File: src/rtl/dcache_refill_pkg.sv
// Shared types for the data-cache refill responder: FSM states, queued request record,
// and helpers for beats-per-line and beat-counter width.
package dcache_refill_pkg;

  localparam int unsigned ReqAddrWidth = 64;
  localparam int unsigned ReqTidWidth  = 2;

  typedef enum logic [2:0] {
    IDLE,
    FETCH,
    WAIT,
    SEND,
    ERR
  } state_e;

  typedef struct packed {
    logic [ReqAddrWidth-1:0] addr;
    logic [ReqTidWidth-1:0]  tid;
  } req_t;

  function automatic int unsigned beats_per_line(input int unsigned line_w,
                                                 input int unsigned data_w);
    return line_w / data_w;
  endfunction

  function automatic int unsigned beat_cnt_width(input int unsigned nb);
    return (nb > 1) ? $clog2(nb) : 1;
  endfunction

endpackage

File: src/rtl/fifo_v3.sv
// Generic synchronous FIFO (power-of-2 depth): optional fall-through, 0/1-cycle read latency.
// Pushes while full and pops while empty are dropped; the producer must honour full_o.
module fifo_v3 #(
  parameter bit          FALL_THROUGH = 1'b0,
  parameter int unsigned DEPTH        = 8,
  parameter type         dtype        = logic,
  localparam int unsigned AddrDepth   = (DEPTH > 1) ? $clog2(DEPTH) : 1
) (
  input  logic clk_i,
  input  logic rst_ni,
  input  logic flush_i,
  output logic full_o,
  output logic empty_o,
  input  dtype data_i,
  input  logic push_i,
  output dtype data_o,
  input  logic pop_i
);

  logic [AddrDepth-1:0] r_rd_ptr;
  logic [AddrDepth-1:0] r_wr_ptr;
  logic [AddrDepth:0]   r_count;
  dtype                 r_mem [DEPTH];

  logic w_bypass;
  logic w_push;
  logic w_pop;
  logic w_is_empty;

  assign w_is_empty = (r_count == '0);
  assign full_o     = (r_count == (AddrDepth + 1)'(DEPTH));
  assign empty_o    = w_is_empty && !(FALL_THROUGH && push_i);
  assign data_o     = (FALL_THROUGH && w_is_empty) ? data_i : r_mem[r_rd_ptr];

  // A fall-through push consumed in the same cycle never enters storage.
  assign w_bypass = FALL_THROUGH && w_is_empty && push_i && pop_i;
  assign w_push   = push_i && !full_o && !w_bypass;
  assign w_pop    = pop_i && !w_is_empty;

  always_ff @(posedge clk_i or negedge rst_ni) begin
    if (!rst_ni) begin
      r_rd_ptr <= '0;
      r_wr_ptr <= '0;
      r_count  <= '0;
    end else if (flush_i) begin
      r_rd_ptr <= '0;
      r_wr_ptr <= '0;
      r_count  <= '0;
    end else begin
      if (w_push) r_wr_ptr <= r_wr_ptr + AddrDepth'(1);
      if (w_pop)  r_rd_ptr <= r_rd_ptr + AddrDepth'(1);
      if (w_push && !w_pop)      r_count <= r_count + (AddrDepth + 1)'(1);
      else if (w_pop && !w_push) r_count <= r_count - (AddrDepth + 1)'(1);
    end
  end

  always_ff @(posedge clk_i) begin
    if (w_push) r_mem[r_wr_ptr] <= data_i;
  end

endmodule

File: src/rtl/dcache_refill_responder.sv
// Refill responder: queues line reads, fetches each beat from memory and returns beats in request order.
// First beat 4 cycles after accept on a zero-wait memory; req_ready_o drops only while the queue is full.
module dcache_refill_responder
  import dcache_refill_pkg::*;
#(
  parameter int unsigned          AddrWidth    = 64,
  parameter int unsigned          DataWidth    = 64,
  parameter int unsigned          LineWidth    = 128,
  parameter int unsigned          TidWidth     = 2,
  parameter int unsigned          ReqFifoDepth = 4,
  parameter logic [AddrWidth-1:0] RegionBase   = AddrWidth'(64'h8000_0000),
  parameter logic [AddrWidth-1:0] RegionLength = AddrWidth'(64'h4000_0000)
) (
  input  logic                 clk_i,
  input  logic                 rst_i,
  input  logic                 req_valid_i,
  output logic                 req_ready_o,
  input  logic [AddrWidth-1:0] req_addr_i,
  input  logic [TidWidth-1:0]  req_tid_i,
  output logic                 mem_req_o,
  input  logic                 mem_gnt_i,
  output logic [AddrWidth-1:0] mem_addr_o,
  input  logic                 mem_rvalid_i,
  input  logic [DataWidth-1:0] mem_rdata_i,
  output logic                 rsp_valid_o,
  input  logic                 rsp_ready_i,
  output logic [DataWidth-1:0] rsp_data_o,
  output logic [TidWidth-1:0]  rsp_tid_o,
  output logic                 rsp_last_o,
  output logic                 rsp_error_o
);

  localparam int unsigned          NB        = beats_per_line(LineWidth, DataWidth);
  localparam int unsigned          CntWidth  = beat_cnt_width(NB);
  localparam logic [CntWidth-1:0]  LastBeat  = CntWidth'(NB - 1);
  localparam logic [AddrWidth-1:0] BeatBytes = AddrWidth'(DataWidth / 8);
  localparam logic [AddrWidth-1:0] LineMask  = ~(AddrWidth'(LineWidth / 8) - AddrWidth'(1));
  // One extra bit so a region ending at the top of the address space does not wrap.
  localparam logic [AddrWidth:0]   RegionEnd = {1'b0, RegionBase} + {1'b0, RegionLength};

  state_e r_state;
  state_e w_state_d;

  logic [AddrWidth-1:0] r_line_base;
  logic [TidWidth-1:0]  r_tid;
  logic [CntWidth-1:0]  r_beat;
  logic [DataWidth-1:0] r_beat_data;

  logic                 w_rst_n;
  logic                 w_fifo_full;
  logic                 w_fifo_empty;
  logic                 w_push;
  req_t                 w_push_req;
  req_t                 w_head;
  logic [AddrWidth-1:0] w_head_base;
  logic                 w_head_in_region;
  logic                 w_last_beat;
  logic                 w_load;
  logic                 w_capture;
  logic                 w_beat_inc;

  assign w_rst_n          = !rst_i;
  assign req_ready_o      = !w_fifo_full;
  assign w_push           = req_valid_i && req_ready_o;
  assign w_push_req.addr  = ReqAddrWidth'(req_addr_i);
  assign w_push_req.tid   = ReqTidWidth'(req_tid_i);

  fifo_v3 #(
    .FALL_THROUGH(1'b0),
    .DEPTH       (ReqFifoDepth),
    .dtype       (req_t)
  ) u_req_fifo (
    .clk_i  (clk_i),
    .rst_ni (w_rst_n),
    .flush_i(1'b0),
    .full_o (w_fifo_full),
    .empty_o(w_fifo_empty),
    .data_i (w_push_req),
    .push_i (w_push),
    .data_o (w_head),
    .pop_i  (w_load)
  );

  assign w_head_base      = AddrWidth'(w_head.addr) & LineMask;
  assign w_head_in_region = (w_head_base >= RegionBase) && ({1'b0, w_head_base} < RegionEnd);
  assign w_last_beat      = (r_beat == LastBeat);

  always_ff @(posedge clk_i or posedge rst_i) begin
    if (rst_i) r_state <= IDLE;
    else       r_state <= w_state_d;
  end

  always_comb begin
    w_state_d   = r_state;
    w_load      = 1'b0;
    w_capture   = 1'b0;
    w_beat_inc  = 1'b0;
    mem_req_o   = 1'b0;
    rsp_valid_o = 1'b0;
    rsp_error_o = 1'b0;
    case (r_state)
      IDLE: begin
        if (!w_fifo_empty) begin
          w_load    = 1'b1;
          w_state_d = w_head_in_region ? FETCH : ERR;
        end
      end
      FETCH: begin
        mem_req_o = 1'b1;
        if (mem_gnt_i) w_state_d = WAIT;
      end
      WAIT: begin
        if (mem_rvalid_i) begin
          w_capture = 1'b1;
          w_state_d = SEND;
        end
      end
      SEND: begin
        rsp_valid_o = 1'b1;
        if (rsp_ready_i) begin
          if (w_last_beat) begin
            w_state_d = IDLE;
          end else begin
            w_beat_inc = 1'b1;
            w_state_d  = FETCH;
          end
        end
      end
      ERR: begin
        rsp_valid_o = 1'b1;
        rsp_error_o = 1'b1;
        if (rsp_ready_i) begin
          if (w_last_beat) w_state_d = IDLE;
          else             w_beat_inc = 1'b1;
        end
      end
      default: w_state_d = IDLE;
    endcase
  end

  always_ff @(posedge clk_i or posedge rst_i) begin
    if (rst_i) begin
      r_line_base <= '0;
      r_tid       <= '0;
      r_beat      <= '0;
      r_beat_data <= '0;
    end else begin
      if (w_load) begin
        r_line_base <= w_head_base;
        r_tid       <= TidWidth'(w_head.tid);
        r_beat      <= '0;
      end else if (w_beat_inc) begin
        r_beat <= r_beat + CntWidth'(1);
      end
      if (w_capture) r_beat_data <= mem_rdata_i;
    end
  end

  assign mem_addr_o = r_line_base + AddrWidth'(r_beat) * BeatBytes;
  assign rsp_data_o = (r_state == SEND) ? r_beat_data : '0;
  assign rsp_tid_o  = r_tid;
  assign rsp_last_o = rsp_valid_o && w_last_beat;

endmodule

File: config.mk
export PLATFORM = sky130hd
export DESIGN_NAME = dcache_refill_responder
export DESIGN_NICKNAME = d
export VERILOG_FILES = /design/src/rtl/dcache_refill_pkg.sv /design/src/rtl/fifo_v3.sv /design/src/rtl/dcache_refill_responder.sv
export SDC_FILE = /design/constraint.sdc
export NUM_CORES = 1
export LEC_CHECK = 0
export ABC_AREA = 1
export BUFFER_PORTS_ARGS = -buffer_cell sky130_fd_sc_hd__buf_2
export CAP_MARGIN = 30
export CORE_MARGIN = 2
export CORE_UTILIZATION = 26
export DETAILED_ROUTE_END_ITERATION = 16
export PLACE_DENSITY = 0.49
export SYNTH_ARGS = -nofsm -noshare
export SYNTH_HDL_FRONTEND = slang
export SYNTH_SLANG_ARGS = --single-unit
export TNS_END_PERCENT = 100
File: constraint.sdc
create_clock -name clk_i -period 6.46 [get_ports clk_i]
set_clock_uncertainty 0.15 [all_clocks]
set_input_delay 1.292 -clock clk_i [delete_from_list [all_inputs] [get_ports clk_i]]
set_output_delay 1.292 -clock clk_i [all_outputs]
set_load 0.02 [all_outputs]
# After elaboration in Yosys (flattened, before gate mapping)
# Memories as Yosys holds them, arrays and structs flattened.
# Cells that the tools add are included.
# classes
n_eq_ne	11
add_sub_neg	6
muxes	26
magnitude_cmp	2
n_reduce_logical	17
# ops
op	n
$add 64x4->64	1
$ge 64x32->1 const B	1
$lt 64x32->1 const B	1
$mux 64	1
$mux 3	9
$mux 1	15
$pmux 3 s5	1
$ne 2x2->1 const B	6
$logic_and 1x1->1	7
$eq 3x2->1 const B	2
$eq 3x3->1 const B	2
$logic_not 3->1	2
$reduce_and 6->1	1
$add 2x1->2 const B	2
$logic_not 1->1	4
$reduce_bool 2->1	2
$add 3x1->3 const B	1
$eq 3x1->1 const B	1
$sub 3x1->3 const B	1
$reduce_or 2->1	1
$add 1x1->1 const B	1
# word_totals
mem_count	1
ff_bits	137
input_bits	136
ramBits	264
# memory_table
name	depth	width	read_ports	rd_ports_with_merged_regs	wr	line	text
u_req_fifo.r_mem	4	66	1	0	1	fifo_v3.sv:23	dtype r_mem [DEPTH];

# Longest topological paths before layout
# Gate-level depths: netlist of the first run.
# depth
word_depth	8
ltp_mapped	15

# Hierarchy
# Synthesis of the first run repeated with hierarchy kept, for this count alone.
# unflattened
hier_cells	1391
hier_area_um2	15947.8
# modules_own_cells
module	cells_each	n_inst	area_per_inst_um2	seq_area_each_um2
fifo_v3	705	1	10281.1	8102.8
dcache_refill_responder	686	1	5666.7	3253.1

# Least setup slack after synthesis of the first run
# OpenSTA, ideal clock, no wires.
# synth_path
kind	input port to flip-flop
start	input port req_valid_i
end	memory u_req_fifo.r_mem[0][0] in the netlist's numbering (enable)
setup_time_ps	482
required_ps	5828
n_path_buf	0
setup_slack_ps	1790
arrival_time_ps	4037
cell_stages	2
path_cell_list	nand2_1 nor2_1
# synth_between
elab_chain_cells	4
# synth_lines
item	line	text
from (decl)	dcache_refill_responder.sv:16	input logic req_valid_i,
$logic_and 1x1->1	dcache_refill_responder.sv:64	assign w_push = req_valid_i && req_ready_o;
$logic_and 1x1->1	fifo_v3.sv:37	assign w_push = push_i && !full_o && !w_bypass;
$mux 1	fifo_v3.sv:58	if (w_push) r_mem[r_wr_ptr] <= data_i;
$mux 1 (implied by the code)	fifo_v3.sv:58	
to (decl)	fifo_v3.sv:23	
# No other way between the ends.

# Worst setup path in the final report of the first run
# layout_path
start	register r_state[1]
end	output port rsp_data_o[6]
# layout_between
elab_chain_cells	2
# layout_lines
item	line	text
from (decl)	dcache_refill_responder.sv:41	state_e r_state;
from (signal assigned)	dcache_refill_responder.sv:90	else r_state <= w_state_d;
$eq 3x2->1	dcache_refill_responder.sv:160	assign rsp_data_o = (r_state == SEND) ? r_beat_data : '0;
$mux 64	dcache_refill_responder.sv:160	
to (decl)	dcache_refill_responder.sv:27	output logic [DataWidth-1:0] rsp_data_o,
# No other way between the ends.

==> results of run 1 <==
path summary, 6_finish.rpt:
path	endpoint	slack, ns
worst min register to register	r_line_base[41]	0.33
worst max register to register	r_state[2]	2.79
worst min-delay path	r_line_base[41]	0.33
worst max-delay path	rsp_data_o[6]	2.44
min in group asynchronous	r_beat_data[62]	0.60
max in group asynchronous	r_beat_data[29]	4.44
cell families after synthesis:
kind of cell | count (synthesis) | synth area share, %
adders and majority gates | 6 | 0.548
and+or+nand+nor | 601 | 15.7
DFF | 385 | 72.2
AOI/OAI and AO/OA | 192 | 6.66
buffers and inverters | 168 | 4.67
xor gates and xnor gates | 4 | 0.233
other | 1 | 0.0249
metal layers:
layer,global-route usage (%),vias up,part of all wire [%]
li1,-,5036,-
met1,16.4,4863,44
met2,22.0,268,48
met3,2.94,69,6.1
met4,3.98,8,2.4
met5,0,-,0.10
metrics by stage:
| stage | hold slack, ns | setup WS (ns) | std cells | utilization [%] |
|---|---|---|---|---|
| 6_report | 0.328 | 2.44 | 2412 | 32.6 |
| 5_1_grt | 0.357 | 2.24 | 2411 | 32.6 |
| 4_1_cts | 0.333 | 2.36 | 2411 | 32.6 |
| 3_5_place_dp | 0.318 | 2.68 | 2329 | 30.1 |
| 3_3_place_gp | 0.313 | 2.69 | 2325 | 29.9 |
| 2_1_floorplan | 0.331 | 1.35 | 1359 | - |
sequential cells by signal, summed over array words and instances (netlist names):
register	cells
u_req_fifo.r_mem	248
r_beat_data	64
r_line_base	60
r_state	3
u_req_fifo.r_count	3
rsp_tid_o	2
u_req_fifo.r_rd_ptr	2
u_req_fifo.r_wr_ptr	2
r_beat	1
critical path, stage by stage, from the launching register on:
cell and delay, ns:
dfrtp_1 0.37, inv_1 0.07, nor2_1 0.31, nand2_2 0.53
buf_16 0.37, nor2_1 0.14, buf_2 0.20
cell type report:
type | instances | area share, %
well taps | 765 | 5.11
diodes | 1 | 0.0134
flip-flops and latches | 385 | 58.1
repair buffers | 283 | 8.29
clock buffers | 65 | 6.63
multi-input cells | 806 | 18.9
clock inverters | 17 | 1.06
inverters | 90 | 1.84
Yosys cell counts (4+ instances only):
| library cell | instances | share of area (%) |
|---|---|---|
| inv_2 | 4 | 0.10 |
| o21ai_0 | 90 | 3.0 |
| nand4_1 | 4 | 0.17 |
| nand3_1 | 73 | 2.4 |
| clkbuf_1 | 45 | 1.1 |
| a21oi_1 | 67 | 2.2 |
| dfrtp_1 | 137 | 23 |
| inv_1 | 85 | 2.1 |
| nor2_1 | 291 | 7.3 |
| ha_1 | 5 | 0.42 |
| buf_4 | 6 | 0.30 |
| nand2_1 | 231 | 5.8 |
| a31oi_1 | 30 | 1.2 |
| buf_2 | 22 | 0.73 |
| edfxtp_1 | 248 | 49 |
where the power goes:
group	internal, mW	switching (mW)	leakage [nW]
Sequential	3.40	0.297	3.81
Combinational	0.930	2.27	3.50
Clock	1.46	0.993	0.699
Total	5.78	3.56	8.01
layout by cell type, fill, tap and decap left out, drive strengths merged, types with 3 or more instances in the layout:
master and n:
nand2 231, clkbuf 65, a31oi 30, nand3 73, a21oi 67, inv 91
o21ai 93, conb 3, nor2 292, dfrtp 137, xor2 3, ha 5
clkinv 12, edfxtp 248, nand4 4, buf 283, bufinv 3
==> out/metrics.cfg, run 1 <==
[logic_synthesis]
yosys_warnings = 0
yosysSeqAreaShare_pct = 72.2
yosysUniqueCellTypes = 27
synth-async-reset-ratio_pct = 35.6
synth-edff-count = 248
synth-main-ff-cell = edfxtp_1
ys_ff_latch = 385
syn_inst = 1357
synth_area_sq_um = 15100
syn_avg_cell_area_sq_um = 11.1

[pwr]
peakVddDrop_mv = 0.264
p_leak_nw = 8.01
power_density_nw_per_um2 = 499
power_mw = 9.35

[sta]
maxSlewHeadroom_pct = 38.3
fmax_ghz = 0.249
min_period_ns = 4.02
slew_viol_final = 0
worst_pin_slew_ns = 0.925
period_share_pct = 62.3
rsz0062_at_grt = no
setup_viol = 0
hold_viol = 0
fin_setup_tns_ns = 0

[route]
viasPerCell = 4.25
vias = 10244
post_drt_wl_per_cell_microns = 16.3
drtIter0Drc = 493
wirelength_microns = 39400
dr.pass1.iters = 5
drc = 0
ant_nets = 0

[run]
drv_cap = 0

[layout]
seq_area_sq_um = 10900
fillerInstances = 5915
multiInputGateArea_sq_um = 3540
drive_gt1_share_pct = 22.1
syn_to_final_growth_pct = 24.2
nets = 1752
post-route-cell-area_sq_um = 18700

[placement]
gp_congestion = 0.796
dpl.hpwl_microns = 24400
place_area_sq_um = 17300
portBuffers = 263

[clocking]
clk-insertion-delay-late_ns = 0.57
cts_buffers = 44
cts-htree-levels = 2
cts_resized = 0
postCtsSetupBuffers = 0
cts.reportedPaths.clkPinSlew_ns = 0.06
cts_tree = built
cts.sinks = 385
hold_buffers = 0
clock_path_buffers = 3
root_buffer = clkbuf_16

[worst_hold_path]
holdPathStages = 2
hp-class = reg2reg
hold_start = r_line_base[41]

[worst_setup_path]
cp-start-kind = flip-flop
cp_max_fo = 37
critPathLaunch = r_state[1]
required_ns = 5.02
crit_type = reg2out
worstRegToRegCells = 12
end_kind = output pin
rr_startpoint = u_req_fifo.r_rd_ptr[0]
arrival_ns = 2.58

[global_routing]
grt_max_degree = 90
grt.total_usage_pct = 13.0
grt_pass1_wl_microns = 59500
grt.overflow.total = 0
grt_pass1_vias = 9889
antenna_found_initial = 6

[floorplanning]
rows = 88
fp.dieArea_sq_um = 59900
fp.dieW_microns = 245
start_util_pct = 26.2
pin_count = 271
fp.coreArea_sq_um = 57500
die_y_microns = 245

[outcome]
status = finished, final reports clean

Note: power is estimated with default switching activity, not from simulation.
==> run 2: changes to the inputs <==
--- a/config.mk
+++ b/config.mk
@@ -5,13 +5,13 @@
 export SDC_FILE = /design/constraint.sdc
 export NUM_CORES = 1
 export LEC_CHECK = 0
-export ABC_AREA = 1
+export ABC_AREA = 0
 export BUFFER_PORTS_ARGS = -buffer_cell sky130_fd_sc_hd__buf_2
 export CAP_MARGIN = 30
 export CORE_MARGIN = 2
 export CORE_UTILIZATION = 26
 export DETAILED_ROUTE_END_ITERATION = 16
-export PLACE_DENSITY = 0.49
+export PLACE_DENSITY = 0.51
 export SYNTH_ARGS = -nofsm -noshare
 export SYNTH_HDL_FRONTEND = slang
 export SYNTH_SLANG_ARGS = --single-unit
==> constraint.sdc (replaced) <==
create_clock -name clk_i -period 3.23 [get_ports clk_i]
set_clock_uncertainty 0.15 [all_clocks]
set_input_delay 0.646 -clock clk_i [delete_from_list [all_inputs] [get_ports clk_i]]
set_output_delay 0.646 -clock clk_i [all_outputs]
set_load 0.02 [all_outputs]
==> run 2 against run 1 <==
- register-to-register slack worse by 2.3 ns
- critical path depth is 1 lower
- final cell count is 24% lower
- clock-buffer cell count is 1 higher
- routed wire length is 12% lower
- sequential power is 86% higher
- total power is 76% higher
- die area is 1.5% lower
- non-clock buffer count is 5 higher
- critical endpoint is now rsp_data_o[53]
==> out/metrics.cfg, run 2 <==
[outcome]
status = finished, final reports clean

[floorplanning]
rows = 87
die_y_microns = 243
start_util_pct = 26.3
fp.coreArea_sq_um = 56400
pin_count = 271
fp.dieW_microns = 243
fp.dieArea_sq_um = 59000

[route]
drc = 0
vias = 7692
post_drt_wl_per_cell_microns = 19.0
dr.pass1.iters = 4
drtIter0Drc = 296
wirelength_microns = 34800
viasPerCell = 4.19
ant_nets = 0

[clocking]
clock_path_buffers = 3
cts_buffers = 45
cts-htree-levels = 2
cts_tree = built
cts_resized = 0
root_buffer = clkbuf_16
cts.sinks = 385
clk-insertion-delay-late_ns = 0.56
cts.reportedPaths.clkPinSlew_ns = 0.06

[worst_setup_path]
cp-start-kind = flip-flop
end_kind = output pin
arrival_ns = 2.11
crit_type = reg2out
required_ns = 2.43
cp_max_fo = 57

[logic_synthesis]
syn_inst = 745
syn_avg_cell_area_sq_um = 19.9
yosysMostFrequentCell = edfxtp_1
synth-main-ff-cell = edfxtp_1
ys_ff_latch = 385
yosysSeqAreaShare_pct = 73.3
yosysTopAreaCellShare_pct = 50.2
synth_common_cells = edfxtp_1, dfrtp_1, mux2_2, and2_1, mux4_2
synth-async-reset-ratio_pct = 35.6
yosysUniqueCellTypes = 37
synth_area_sq_um = 14800
synth_largest_area_cell = edfxtp_1
synth.area.top_cells = edfxtp_1, dfrtp_1, mux2_2, mux4_2, and2_1
synth-edff-count = 248
yosys_warnings = 0

[global_routing]
grt_pass1_vias = 8165
grt_pass1_wl_microns = 52300
grt.overflow.total = 0
grt.total_usage_pct = 11.8
antenna_found_initial = 9
grt_max_degree = 66

[placement]
gp_congestion = 0.782
dpl.hpwl_microns = 22300
portBuffers = 263

[layout]
syn_to_final_growth_pct = 26.0
drive_gt1_share_pct = 50.9
seq_area_sq_um = 10900
largest_register_ff_count = 248
fillerInstances = 5547
nets = 1183
layout_common_cells = buf_2, edfxtp_1, dfrtp_1, mux2_2, and2_1
final_common_cell = buf_2
multiInputGateArea_sq_um = 3720
reg.largest.list = u_req_fifo.r_mem (248), r_beat_data (64), r_line_base (60)
top_register = u_req_fifo.r_mem

[worst_hold_path]
hp-class = in2reg

[sta]
slew_viol_final = 0
worst_pin_slew_ns = 0.574
setup_viol = 0
fin_setup_tns_ns = 0
hold_viol = 0
timing.hold.ws_ns = 0.138
fmax_ghz = 0.344
period_share_pct = 89.9
min_period_ns = 2.90
maxSlewHeadroom_pct = 61.7
rsz0062_at_grt = no

[pwr]
power_mw = 16.5
power_density_nw_per_um2 = 880
p_leak_nw = 7.40
peakVddDrop_mv = 0.464

[run]
drv_cap = 0

==> run 2: cell count changes in the layout (fill, tap and decap cells not counted), sizes merged, moves of 4 or more <==
| cell | before | now |
|---|---|---|
| o21ai | 93 | 3 |
| nand2 | 231 | 11 |
| a21oi | 67 | 3 |
| and2 | 0 | 66 |
| nor4 | 0 | 8 |
| inv | 91 | 5 |
| a31oi | 30 | 0 |
| nand3 | 73 | 1 |
| mux4 | 0 | 62 |
| mux2 | 0 | 127 |
| and3 | 0 | 4 |
| nor2 | 292 | 6 |
| buf | 283 | 287 |
==> run 2: kinds of logic after synthesis <==
group,share of synthesized area [%]
buf+inv,2.01
compound gates,0.261
simple gates,4.30
fa+ha+maj,0.556
other cells,0.0253
mux,19.2
xor+xnor,0.354
flops,73.3
==> run 2: critical path, cell delays in order (launching register included) <==
cell     delay, ns
dfrtp_1       0.53
nand2_1       0.15
nor2_4        0.22
buf_12        0.24
and2_1        0.20
buf_2         0.17
==> run 2: final timing paths <==
check	startpoint	to	slack [ns]	depth (start not counted)
max	r_state[0]	rsp_data_o[53]	0.33	5
min in group asynchronous	rst_i	r_beat_data[12]	0.47	3
min	req_addr_i[55]	u_req_fifo.r_mem[0][57]	0.14	1
min reg2reg	r_beat_data[45]	r_beat_data[45]	0.34	1
max in group asynchronous	rst_i	u_req_fifo.r_rd_ptr[1]	1.79	4
max reg2reg	u_req_fifo.r_rd_ptr[0]	r_state[0]	0.53	7
==> run 2: report_power, final <==
group	leakage [nW]	internal [mW]	switching, mW
registers	4.02	6.44	0.439
logic	2.67	2.08	2.51
clock network	0.710	2.96	2.03
total	7.40	11.5	4.98
==> run 2: repair_timing <==
item / in CTS / in global routing
hold buffers: 1 / 0
buffers inserted: 0 / 0
setup endpoints to repair: 0 / 0
endpoints found under the hold margin: 10 / 0
==> run 2: metal layers <==
metal / wire [microns] / global-route usage [%]
met2: 16300 / 19.0
met3: 2670 / 3.87
met4: 929 / 3.70
met5: 25 / 0
met1: 14800 / 15.1
==> run 2: area by class of cell <==
type / instances / share of cell area, %
Antenna cell: 3 / 0.0401
Clock buffer: 66 / 6.94
Clock inverter: 16 / 0.903
Inverter: 5 / 0.120
Multi-Input combinational cell: 316 / 19.9
Sequential cell: 385 / 58.2
Tap cell: 756 / 5.06
Timing Repair Buffer: 288 / 8.86
==> run 2: per-stage QoR <==
stage	util [%]	setup WS (ns)	instance area (sq um)	instances
2_1_floorplan	-	0.421	14900	747
3_3_place_gp	30.5	0.487	17200	1749
3_5_place_dp	30.5	0.482	17200	1749
4_1_cts	33.1	0.225	18700	1832
5_1_grt	33.2	0.123	18700	1833
6_report	33.2	0.327	18700	1835
==> run 3: changes to the inputs <==
--- a/config.mk
+++ b/config.mk
@@ -5,7 +5,7 @@
 export SDC_FILE = /design/constraint.sdc
 export NUM_CORES = 1
 export LEC_CHECK = 0
-export ABC_AREA = 0
+export ABC_AREA = 1
 export BUFFER_PORTS_ARGS = -buffer_cell sky130_fd_sc_hd__buf_2
 export CAP_MARGIN = 30
 export CORE_MARGIN = 2
==> run 3 against run 2 <==
- first-iteration DRC count up 110%
- maximum frequency down 3.0%
- critical endpoint is now rsp_last_o
- utilization down 0.57 points
- combinational power up 41%
- clock power down 4%
- sequential cell count unchanged
- register-to-register slack better by 0.19 ns
- total power up 13%
- sequential power up 6.4%
==> out/metrics.cfg, run 3 (synthesized netlist as in run 1, its figures left out) <==
[layout]
fin_util_pct = 32.6
reg.largest.list = u_req_fifo.r_mem (248), r_beat_data (64), r_line_base (60)
top_register = u_req_fifo.r_mem
largest_register_ff_count = 248
syn_to_final_growth_pct = 24.3
layout_common_cells = nor2_1, buf_2, edfxtp_1, nand2_1, dfrtp_1
final_common_cell = nor2_1
drive_gt1_share_pct = 22.5
nets = 1754

[worst_hold_path]
hp-class = in2reg

[worst_setup_path]
critPathMaxStageDelay_ns = 0.36
crit_type = reg2out
cpMaxStageDelayCell = dfrtp_1
crit_buf_inv = 4
required_ns = 2.43
end_kind = output pin
cp-start-kind = flip-flop
crit_family = simple AND/OR/NAND/NOR gates
arrival_ns = 2.20
cp_max_fo = 65
timing.critical_path.cells = inv_1 > nor2_1 > nand2_2 > buf_6 > nand2_1 > inv_1 > nor2_1 > buf_2

[floorplanning]
pin_count = 271
start_util_pct = 26.2
die_y_microns = 245
rows = 88
fp.coreArea_sq_um = 57500
fp.dieArea_sq_um = 59900
fp.dieW_microns = 245

[global_routing]
antenna_found_initial = 7
grt_pass1_wl_microns = 59600
grt.overflow.total = 0
grt.total_usage_pct = 13.0
grt_max_degree = 70
grt_pass1_vias = 9933

[sta]
setup_viol = 0
hold_viol = 0
timing.hold.ws_ns = 0.129
slew_viol_final = 0
rsz0062_at_grt = no
fmax_ghz = 0.334
min_period_ns = 2.99
period_share_pct = 92.7
maxSlewHeadroom_pct = 36.3
worst_pin_slew_ns = 0.955
worst_slack_ns = 0.237

[placement]
portBuffers = 263
dpl.hpwl_microns = 24000
pre_cts_ws_ns = 0.662
gp_congestion = 0.794

[pwr]
switchingPower_mw = 7.14
peakVddDrop_mv = 0.571
p_comb_share_pct = 34.7
power.clock.fraction_pct = 25.8
power_density_nw_per_um2 = 991
internal-power_mw = 11.4
switching_share_pct = 38.4
p_seq_share_pct = 39.4
p_leak_nw = 8.02
power_mw = 18.6

[clocking]
clock_path_buffers = 3
cts.reportedPaths.clkPinSlew_ns = 0.06
root_buffer = clkbuf_16
cts.sinks = 385
clk-insertion-delay-late_ns = 0.57
cts-htree-levels = 2
cts_tree = built
cts_buffers = 44

[route]
vias = 10232
drc = 0
ant_nets = 0
dr.pass1.iters = 4
viasPerCell = 4.23
drtIter0Drc = 615
post_drt_wl_per_cell_microns = 16.2
wirelength_microns = 39200

[run]
drv_cap = 0

[outcome]
status = finished, final reports clean

==> run 3: changes by cell type in the layout (fill, tap and decap cells not counted), moves of 8 or more <==
| cell | before | now |
|---|---|---|
| nor2_1 | 5 | 287 |
| nand2_1 | 11 | 229 |
| mux2_2 | 127 | 0 |
| o21ai_0 | 2 | 90 |
| inv_1 | 4 | 84 |
| nand3_1 | 1 | 72 |
| and2_1 | 65 | 0 |
| a21oi_1 | 3 | 67 |
| mux4_2 | 55 | 0 |
| a31oi_1 | 0 | 30 |
| clkinv_2 | 4 | 13 |
| clkbuf_1 | 14 | 6 |
==> run 3: power groups by stage <==
stage                     Combinational [mW]  Sequential (mW)  Clock [mW]
after detailed placement                6.62             7.42           0
after floorplan                         3.92             7.79           0
final                                   6.45             7.32        4.80
after global routing                    7.32             7.46        5.15
after global placement                  6.52             7.38           0
after CTS                               6.62             7.33        4.98
==> run 3: routing by layer <==
| layer | share of wire [%] | GRT usage [%] | vias to the layer above |
|---|---|---|---|
| met5 | 0.028 | 0 | - |
| met1 | 44 | 16.9 | 4834 |
| met3 | 5.8 | 2.70 | 72 |
| met4 | 3.0 | 4.99 | 2 |
| met2 | 47 | 21.4 | 275 |
| li1 | - | - | 5049 |
==> run 3: metrics by stage <==
step / setup TNS (ns) / std cells / cell area (sq um)
detailed placement: 0 / 2330 / 17300
global route: 0 / 2415 / 18700
finish: 0 / 2417 / 18700
floorplan: -216.85 / 1359 / 15100
global placement: 0 / 2330 / 17300
CTS: 0 / 2413 / 18700
==> run 3: layout make-up <==
| type | count | area, sq um |
|---|---|---|
| inverters | 90 | 343 |
| multi-input cells | 806 | 3540 |
| clock inverters | 26 | 193 |
| repair buffers | 285 | 1600 |
| diodes | 4 | 10.0 |
| clock buffers | 56 | 1210 |
| flip-flops and latches | 385 | 10900 |
| fillers | 5861 | 38700 |
| well taps | 765 | 957 |
==> run 3: repair_timing <==
action | 4_1_cts | 5_1_grt
endpoints found under the setup margin | 0 | 1
setup buffers | 0 | 0
endpoints found under the hold margin | 17 | 0
hold buffers | 1 | 0
gates resized for setup | 0 | 1
==> run 3: final timing paths <==
kind / from / to / slack (ns) / cells after the start
min in group asynchronous: rst_i / r_line_base[7] / 0.55 / 3
setup / recovery: r_state[1] / rsp_last_o / 0.24 / 8
max in group asynchronous: rst_i / r_line_base[6] / 1.57 / 4
hold / removal: req_addr_i[30] / u_req_fifo.r_mem[0][32] / 0.13 / 1
setup reg to reg: u_req_fifo.r_rd_ptr[0] / r_state[2] / 0.72 / 12
hold reg to reg: r_line_base[58] / r_line_base[58] / 0.33 / 2
